[config.mk]
export PLATFORM = sky130hd
export DESIGN_NAME = coef_pack64
export DESIGN_NICKNAME = d
export VERILOG_FILES = /design/src/rtl/coef_pack64_pkg.sv /design/src/rtl/coef_pack64_accum.sv /design/src/rtl/coef_pack64.sv
export SDC_FILE = /design/constraint.sdc
export NUM_CORES = 1
export LEC_CHECK = 0
export BUFFER_PORTS_ARGS = -buffer_cell sky130_fd_sc_hd__buf_2
export CAP_MARGIN = 10
export CORE_MARGIN = 10
export CORE_UTILIZATION = 25
export CTS_BUF_LIST = sky130_fd_sc_hd__clkbuf_2
export CTS_CLUSTER_DIAMETER = 120
export DETAILED_ROUTE_END_ITERATION = 8
export HOLD_SLACK_MARGIN = 0.1
export SLEW_MARGIN = 20
export SYNTH_ARGS = -nofsm -noshare
export SYNTH_HDL_FRONTEND = slang
export SYNTH_HIERARCHICAL = 1
export SYNTH_SLANG_ARGS = --single-unit
[constraint.sdc]
create_clock -name clk -period 6.7 [get_ports clk]
set_input_delay 0.67 -clock clk [delete_from_list [all_inputs] [get_ports clk]]
set_output_delay 0.67 -clock clk [all_outputs]
set_load 0.1 [all_outputs]
[src/rtl/coef_pack64_pkg.sv]
// Shared configuration for the coef_pack64 coefficient packer: bus width,
// fill counter width, FSM states and the coefficient-width range check.
package coef_pack64_pkg;

  localparam int unsigned BUS_W  = 64;
  localparam int unsigned FILL_W = 7;
  localparam int unsigned D_MIN  = 1;
  localparam int unsigned D_MAX  = 16;

  typedef enum logic [1:0] {
    ST_IDLE,
    ST_RUN,
    ST_FLUSH,
    ST_DRAIN
  } state_e;

  function automatic bit d_in_range(input int unsigned d);
    return (d >= D_MIN) && (d <= D_MAX);
  endfunction

endpackage

[src/rtl/coef_pack64_accum.sv]
// Accumulator, fill counter and shift/merge logic for coef_pack64.
// PACK_MSB_FIRST_EN selects Frodo.Pack (MSB-first, big-endian) bit order.
module coef_pack64_accum
  import coef_pack64_pkg::*;
#(
  parameter int unsigned D = 16
) (
  input  logic             clk_i,
  input  logic             rst_ni,
  input  logic [D-1:0]     coef_i,
  input  logic             load_i,
  input  logic             flush_i,
  output logic [BUS_W-1:0] word_o,
  output logic             word_valid_o,
  output logic             pending_o
);

  localparam int unsigned WIDE_W = BUS_W + D_MAX;

  logic [BUS_W-1:0]  acc_q, acc_d;
  logic [FILL_W-1:0] fill_q, fill_d;
  logic [FILL_W-1:0] fill_sum;
  logic              wrap;
  logic [WIDE_W-1:0] merged;
  logic [BUS_W-1:0]  merged_word;
  logic [BUS_W-1:0]  spill;

  assign fill_sum = fill_q + FILL_W'(D);
  assign wrap     = (fill_sum >= FILL_W'(BUS_W));

  // The merge runs D_MAX bits wider than the bus so the part of a
  // coefficient that overflows the current word lands in the spill field.
`ifdef PACK_MSB_FIRST_EN
  assign merged      = {acc_q, {D_MAX{1'b0}}}
                     | ((WIDE_W'(coef_i) << (WIDE_W - D)) >> fill_q);
  assign merged_word = merged[WIDE_W-1:D_MAX];
  assign spill       = {merged[D_MAX-1:0], {(BUS_W-D_MAX){1'b0}}};
`else
  assign merged      = {{D_MAX{1'b0}}, acc_q} | (WIDE_W'(coef_i) << fill_q);
  assign merged_word = merged[BUS_W-1:0];
  assign spill       = {{(BUS_W-D_MAX){1'b0}}, merged[WIDE_W-1:BUS_W]};
`endif

  always_comb begin
    acc_d        = acc_q;
    fill_d       = fill_q;
    word_o       = merged_word;
    word_valid_o = 1'b0;
    if (flush_i) begin
      word_o       = acc_q;
      word_valid_o = 1'b1;
      acc_d        = '0;
      fill_d       = '0;
    end else if (load_i) begin
      if (wrap) begin
        word_valid_o = 1'b1;
        acc_d        = spill;
        fill_d       = fill_sum - FILL_W'(BUS_W);
      end else begin
        acc_d  = merged_word;
        fill_d = fill_sum;
      end
    end
  end

  assign pending_o = (fill_d != '0);

  always_ff @(posedge clk_i or negedge rst_ni) begin
    if (!rst_ni) begin
      acc_q  <= '0;
      fill_q <= '0;
    end else begin
      acc_q  <= acc_d;
      fill_q <= fill_d;
    end
  end

endmodule

[src/rtl/coef_pack64.sv]
// Packs a stream of D-bit coefficients into zero-padded 64-bit words.
// Bit order follows PACK_MSB_FIRST_EN (default LSB-first), set in the accumulator.
module coef_pack64
  import coef_pack64_pkg::*;
#(
  parameter int unsigned D  = 16,
  parameter int unsigned CW = 16
) (
  input  logic             clk,
  input  logic             rst,
  input  logic             cmd_start,
  input  logic [CW-1:0]    cmd_numCoefs,
  output logic             cmd_canReceive,
  input  logic [D-1:0]     in,
  input  logic             in_isReady,
  output logic             in_canReceive,
  output logic             in_isLast,
  output logic [BUS_W-1:0] out,
  output logic             out_isReady,
  input  logic             out_canReceive,
  output logic             out_isLast
);

  if (!d_in_range(D)) begin : g_bad_d
    $error("coef_pack64: D must be in 1..16");
  end

  state_e           state_q, state_d;
  logic [CW-1:0]    remaining_q, remaining_d;
  logic [BUS_W-1:0] out_q, out_d;
  logic             out_full_q, out_full_d;
  logic             out_last_q, out_last_d;

  logic             out_xfer;
  logic             accept;
  logic             last_accept;
  logic             flush;
  logic [BUS_W-1:0] word;
  logic             word_valid;
  logic             pending;

  assign out_xfer       = out_full_q & out_canReceive;
  assign in_canReceive  = (state_q == ST_RUN) & (remaining_q != '0)
                        & (~out_full_q | out_canReceive);
  assign accept         = in_isReady & in_canReceive;
  assign last_accept    = accept & (remaining_q == CW'(1));
  assign in_isLast      = in_canReceive & (remaining_q == CW'(1));
  assign flush          = (state_q == ST_FLUSH) & (~out_full_q | out_canReceive);
  assign cmd_canReceive = (state_q == ST_IDLE);

  assign out         = out_q;
  assign out_isReady = out_xfer;
  assign out_isLast  = out_xfer & out_last_q;

  coef_pack64_accum #(
    .D(D)
  ) u_accum (
    .clk_i       (clk),
    .rst_ni      (rst),
    .coef_i      (in),
    .load_i      (accept),
    .flush_i     (flush),
    .word_o      (word),
    .word_valid_o(word_valid),
    .pending_o   (pending)
  );

  always_comb begin
    state_d     = state_q;
    remaining_d = remaining_q;
    case (state_q)
      ST_IDLE: begin
        if (cmd_start && (cmd_numCoefs != '0)) begin
          state_d     = ST_RUN;
          remaining_d = cmd_numCoefs;
        end
      end
      ST_RUN: begin
        if (accept) begin
          remaining_d = remaining_q - CW'(1);
        end
        if (last_accept) begin
          state_d = pending ? ST_FLUSH : ST_DRAIN;
        end
      end
      ST_FLUSH: begin
        if (flush) begin
          state_d = ST_DRAIN;
        end
      end
      ST_DRAIN: begin
        if (out_xfer) begin
          state_d = ST_IDLE;
        end
      end
      default: state_d = ST_IDLE;
    endcase
  end

  // A reload in the same cycle as a transfer keeps the register full.
  always_comb begin
    out_d      = out_q;
    out_full_d = out_full_q;
    out_last_d = out_last_q;
    if (word_valid) begin
      out_d      = word;
      out_full_d = 1'b1;
      out_last_d = flush | (last_accept & ~pending);
    end else if (out_xfer) begin
      out_full_d = 1'b0;
      out_last_d = 1'b0;
    end
  end

  always_ff @(posedge clk or negedge rst) begin
    if (!rst) begin
      state_q     <= ST_IDLE;
      remaining_q <= '0;
      out_q       <= '0;
      out_full_q  <= 1'b0;
      out_last_q  <= 1'b0;
    end else begin
      state_q     <= state_d;
      remaining_q <= remaining_d;
      out_q       <= out_d;
      out_full_q  <= out_full_d;
      out_last_q  <= out_last_d;
    end
  end

endmodule

==> results.toml, run 1 <==
[yosys]
seq_area_frac_synth = 0.4097
synthTopCellsByArea = "dfrtp_1 41%, mux2_2 9.0%, mux4_2 4.8%, a21oi_1 3.0%, mux2i_1 3.0%"
netlist_top_cells_count = "155 x dfrtp_1, 76 x mux2_2, 74 x nand2_1"
synth_edf_count = 0
yosysUniqueCellTypes = 83
synth.most_common_cell = "dfrtp_1"
synth_ff_type = "dfrtp_1"
yosys_warnings = 6
syn_nets = 1008
synth_cells = 962
synth_top_area_cell = "dfrtp_1"
synth-async-reset-ratio = 1.000
synth_seq_cells = 155
syn_area_mm2 = 0.009467
synth_top_area_frac = 0.4097
syn_area_per_cell_um2 = 9.841

[pwr]
p_per_area_mw_per_mm2 = 436.9
ir_worst_vdd_mv = 0.2187
leakage_nw = 4.812
power.total_mw = 4.696

[floorplanning]
coreArea_mm2 = 0.03749
io_pins = 106
chipWidth_um = 214.6
die_h_um = 214.6
initial_core_util = 0.2525
die_area_mm2 = 0.04605
rows = 71

[status]
status = "complete, no violations"

[worst_setup_path]
worstPathArrival_ps = 4790
worstPathCellList = "inv_1, ha_1, buf_4, nand3_1, nor2b_1, buf_4, nor2b_1, o211ai_1, nand2_1, buf_4, clkinv_2, buf_4, mux2_2"
r2r_slack_ps = 2550
slowest_stage = "nor2b_1"
cp-end-kind = "register"
critPathKind = "register to register"
critical-path-max-stage-delay_ps = 620
worstPathRequired_ps = 7340
start_kind = "register"
crit_fanout = 61
cp_num_buf_inv = 6
critPathTopFamily = "buffers and inverters"
crit_top_cell = "buf_4"

[sta]
maxSlewHeadroom = 0.2513
tns_ps = 0
hold_viol = 0
rsz0062_at_grt = "false"
slew_violations = 0
final.min_clock_period_ps = 4147
whs_ps = 208.4
setup_viol = 0
skew_ps = 48.67
fin_crit_sh = 0.6189
fmax_mhz = 241.2
worst_pin_slew_ps = 1119

[grt]
grt.overflow.total = 0
grt_util_all_layers = 0.1350
grt_pass1_wl_mm = 49.28
antenna_found_initial = 1
grt_start_max_net_pins = 80
grt_pass1_vias = 8111

[cts]
cts-root-buf = "clkbuf_2"
cts_tree = "built"
cts_buffer_depth = 2
clock_latency_ps = 770
path_clk_slew_ps = 280
clock-sinks = 155
numCtsBuffers = 17
postCtsResizedCells = 0
htreeDepth = 4

[job]
maxCapViolations = 0

[routing]
vias = 8276
drtAntennaViolNets = 0
vias_per_cell = 5.292
drc_errors = 0
drt_iter0_drc = 1043
drt-total-wl_mm = 31.92
routedWlPerCell_um = 20.41
dr.pass1.iters = 8

[layout]
fin_nets = 1085
area_growth_pct = 13.55
fin_cells = 1564
drive_above_1_share = 0.2624
num-fill-cells = 4018

[placed_design]
hpwl_mm = 22.95
place_inst = 1526
numPortBuffers = 105
place.gp.congestion = 0.9309

[min_path]
hp-class = "input port to register"
-- power by group --
| group | switching (mW) | internal [mW] |
|---|---|---|
| logic | 2.07 | 0.715 |
| registers | 0.187 | 1.19 |
| clock network | 0.390 | 0.152 |
| total | 2.64 | 2.05 |
-- worst paths after layout --
path | start | end | cells past startpoint
setup / recovery | state_q[1] | out[12] | 13
hold / removal | cmd_numCoefs[13] | remaining_q[13] | 3
setup reg to reg | state_q[1] | out[12] | 13
hold reg to reg | u_accum/acc_q[35] | u_accum/acc_q[35] | 2
max in group asynchronous | rst | u_accum/fill_q[0] | 3
min in group asynchronous | rst | out[52] | 2
-- stage by stage --
step | setup slack, ps | instance area (µm²) | utilization
floorplan | 3338 | 9467 | -
finish | 2553 | 10750 | 0.2867
global route | 2356 | 10750 | 0.2867
CTS | 2320 | 10730 | 0.2863
global placement | 2482 | 10450 | 0.2786
detailed placement | 2392 | 10450 | 0.2787
-- timing repair --
item,4_1_cts,5_1_grt
endpoints found under the setup margin,0,0
setup buffers,0,0
hold endpoints to repair,81,0
hold buffers,4,0
-- area by class of cell --
type / count / area, µm² / area share
sequential: 155 / 3880 / 0.3610
tap: 511 / 639.4 / 0.05948
timing repair buffer: 125 / 695.7 / 0.06472
inverter: 40 / 151.4 / 0.01408
clock inverter: 14 / 155.1 / 0.01443
multi-input combinational: 700 / 5135 / 0.4777
antenna: 1 / 2.502 / 0.0002328
clock buffer: 18 / 90.09 / 0.008381
-- layout by cell type (no fill, tap or decap), drive strengths merged, types with 8 or more instances in the layout --
cell type | netlist | routed
nand2 | 74 | 74
dfrtp | 155 | 155
a22o | 8 | 8
mux4 | 22 | 22
mux2i | 29 | 29
a21oi | 56 | 56
inv | 40 | 46
nand2b | 10 | 10
a221oi | 9 | 9
o31ai | 14 | 14
o2bb2ai | 8 | 8
nor2 | 74 | 74
nor2b | 17 | 17
o21bai | 15 | 15
a21o | 22 | 22
mux2 | 77 | 77
buf | 22 | 121
nor3 | 26 | 26
a211oi | 16 | 16
nand4 | 10 | 10
nor4 | 10 | 10
clkbuf | 45 | 18
nand3 | 28 | 28
o21ai | 51 | 51
a31oi | 24 | 24
ha | 9 | 9
-- state kept, by name, summed over array words and instances (netlist names) --
signal	count
u_accum/acc_q	64
out_full_q	1
remaining_q	16
state_q	2
out_last_q	1
u_accum/fill_q	7
out	64
-- worst register-to-register path: cells and delay by family, from the launching register on --
family / cells / cell delay, ps
mux: 1 / 420
buf+inv: 6 / 1460
simple gates: 4 / 1110
flops: 1 / 480
fa+ha+maj: 1 / 140
compound gates: 1 / 430
-- logic make-up after synthesis --
group | Yosys count | synth area share
compound gates | 283 | 0.2074
buf+inv | 107 | 0.04837
flops | 155 | 0.4097
fa+ha+maj | 9 | 0.01190
simple gates | 278 | 0.1450
xor+xnor | 2 | 0.001851
mux | 128 | 0.1758
-- layer usage --
metal	track usage	wire length (µm)	vias up
met4	0.04656	834	0
met1	0.1750	13800	4092
li1	-	-	3745
met3	0.03526	2613	54
met2	0.2134	14670	385
met5	0	0	-
(Power assumes the default switching activity.)
==> inputs of run 2 (changes only) <==
Clock period 6.7 ns to 3.7 ns, I/O delays scaled along.
==> results.toml, run 2 (synthesis gave the netlist of run 1 again) <==
[job]
maxCapViolations = 0

[grt]
grt_util_all_layers = 0.1409
antenna_found_initial = 1
grt_start_max_net_pins = 71
grt_pass1_vias = 8352
grt.overflow.total = 0
grt_pass1_wl_mm = 51.33

[worst_setup_path]
worstPathArrival_ps = 4240
critPathKind = "register to register"
worstPathRequired_ps = 4420
start_kind = "register"
crit_fanout = 18
slowest_stage = "dfrtp_1"
worstPathCellList = "buf_4, inv_1, nor2_1, nor4_1, or4b_2, o31a_1, o22ai_1, dlygate4sd3_1"
cp-end-kind = "register"
critical-path-max-stage-delay_ps = 730

[routing]
routedWlPerCell_um = 20.60
drc_errors = 0
drtAntennaViolNets = 0
dr.pass1.iters = 6
drt_iter0_drc = 976
vias = 8554
drt-total-wl_mm = 33.00
vias_per_cell = 5.340

[cts]
cts_buffer_depth = 2
path_clk_slew_ps = 270
cts-root-buf = "clkbuf_2"
postCtsSetupBuffers = 0
clock-sinks = 155
numCtsBuffers = 17
clock_latency_ps = 760
htreeDepth = 4
cts_tree = "built"

[layout]
fin_nets = 1124
num-fill-cells = 3985
fin_cells = 1602
regArea_mm2 = 0.003880
area_growth_pct = 17.72
fin_util = 0.2973
multi_input_area_mm2 = 0.005132
layout_commonest_cell = "dfrtp_1"
final_cell_mix = "154 x dfrtp_1, 104 x buf_2, 76 x mux2_2"
drive_above_1_share = 0.2706

[floorplanning]
initial_core_util = 0.2525
die_area_mm2 = 0.04605
die_h_um = 214.6
chipWidth_um = 214.6
coreArea_mm2 = 0.03749
rows = 71
io_pins = 106

[sta]
whs_ps = 307.5
slew_violations = 0
skew_ps = 49.01
tns_ps = 0
fin_crit_sh = 0.9515
rsz0062_at_grt = "false"
hold_viol = 0
setup_viol = 0
maxSlewHeadroom = 0.3254
worst_pin_slew_ps = 983.8
final.min_clock_period_ps = 3521
fmax_mhz = 284.0

[pwr]
leakage_nw = 5.021
ir_worst_vdd_mv = 0.2673
p_per_area_mw_per_mm2 = 788.5
power.total_mw = 8.787

[placed_design]
place.gp.congestion = 0.9684
numPortBuffers = 105
hpwl_mm = 24.09
place_inst = 1547

[status]
status = "complete, no violations"

[min_path]
hp-class = "input port to register"
==> run 2: layout make-up <==
type | instances | share of cell area
inverter | 40 | 0.01358
antenna | 1 | 0.0002245
clock buffer | 17 | 0.007634
sequential | 155 | 0.3482
timing repair buffer | 164 | 0.09577
tap | 511 | 0.05737
clock inverter | 14 | 0.01673
multi-input combinational | 700 | 0.4605
==> run 2: final timing paths <==
| check | from | endpoint | slack (ps) | depth (start not counted) |
|---|---|---|---|---|
| max in group asynchronous | rst | out[41] | 2290 | 4 |
| worst max-delay path | u_accum/fill_q[3] | out_last_q | 180 | 8 |
| worst max register to register | u_accum/fill_q[3] | out_last_q | 180 | 8 |
| worst min register to register | u_accum/acc_q[43] | u_accum/acc_q[43] | 510 | 2 |
| min in group asynchronous | rst | state_q[0] | 600 | 3 |
| worst min-delay path | in[15] | u_accum/acc_q[44] | 310 | 5 |
==> run 2: critical path: cells and delay by family (launching register included) <==
kind                   cells  cell delay (ps)
flip-flops                 1              730
AO/OA/AOI/OAI              2              460
AND/OR/NAND/NOR            3             1050
buffers and inverters      3             1230
==> run 2: power by group <==
| part | internal [mW] | switching [mW] | leakage, nW |
|---|---|---|---|
| registers | 2.15 | 0.343 | 2.08 |
| clock network | 0.391 | 0.680 | 0.154 |
| logic | 1.41 | 3.81 | 2.79 |
| total | 3.95 | 4.84 | 5.02 |
==> run 2: per-layer routing <==
metal / part of all wire / vias to the layer above / track usage
li1: - / 3834 / -
met1: 0.43 / 4226 / 0.1833
met2: 0.46 / 431 / 0.2220
met3: 0.090 / 63 / 0.04062
met4: 0.027 / 0 / 0.04160
met5: 0 / - / 0
==> run 2: per-stage QoR <==
step	cell area [µm²]	setup WS, ps
after floorplan	9467	338.3
after CTS	11140	82.36
after global placement	10630	693.6
after global routing	11140	7.759
final	11140	179.3
after detailed placement	10630	597.7
==> run 2: timing repair <==
item,in CTS,in global routing
hold buffers,23,0
resized for setup,0,1
setup endpoints to repair,0,1
hold endpoints to repair,148,0
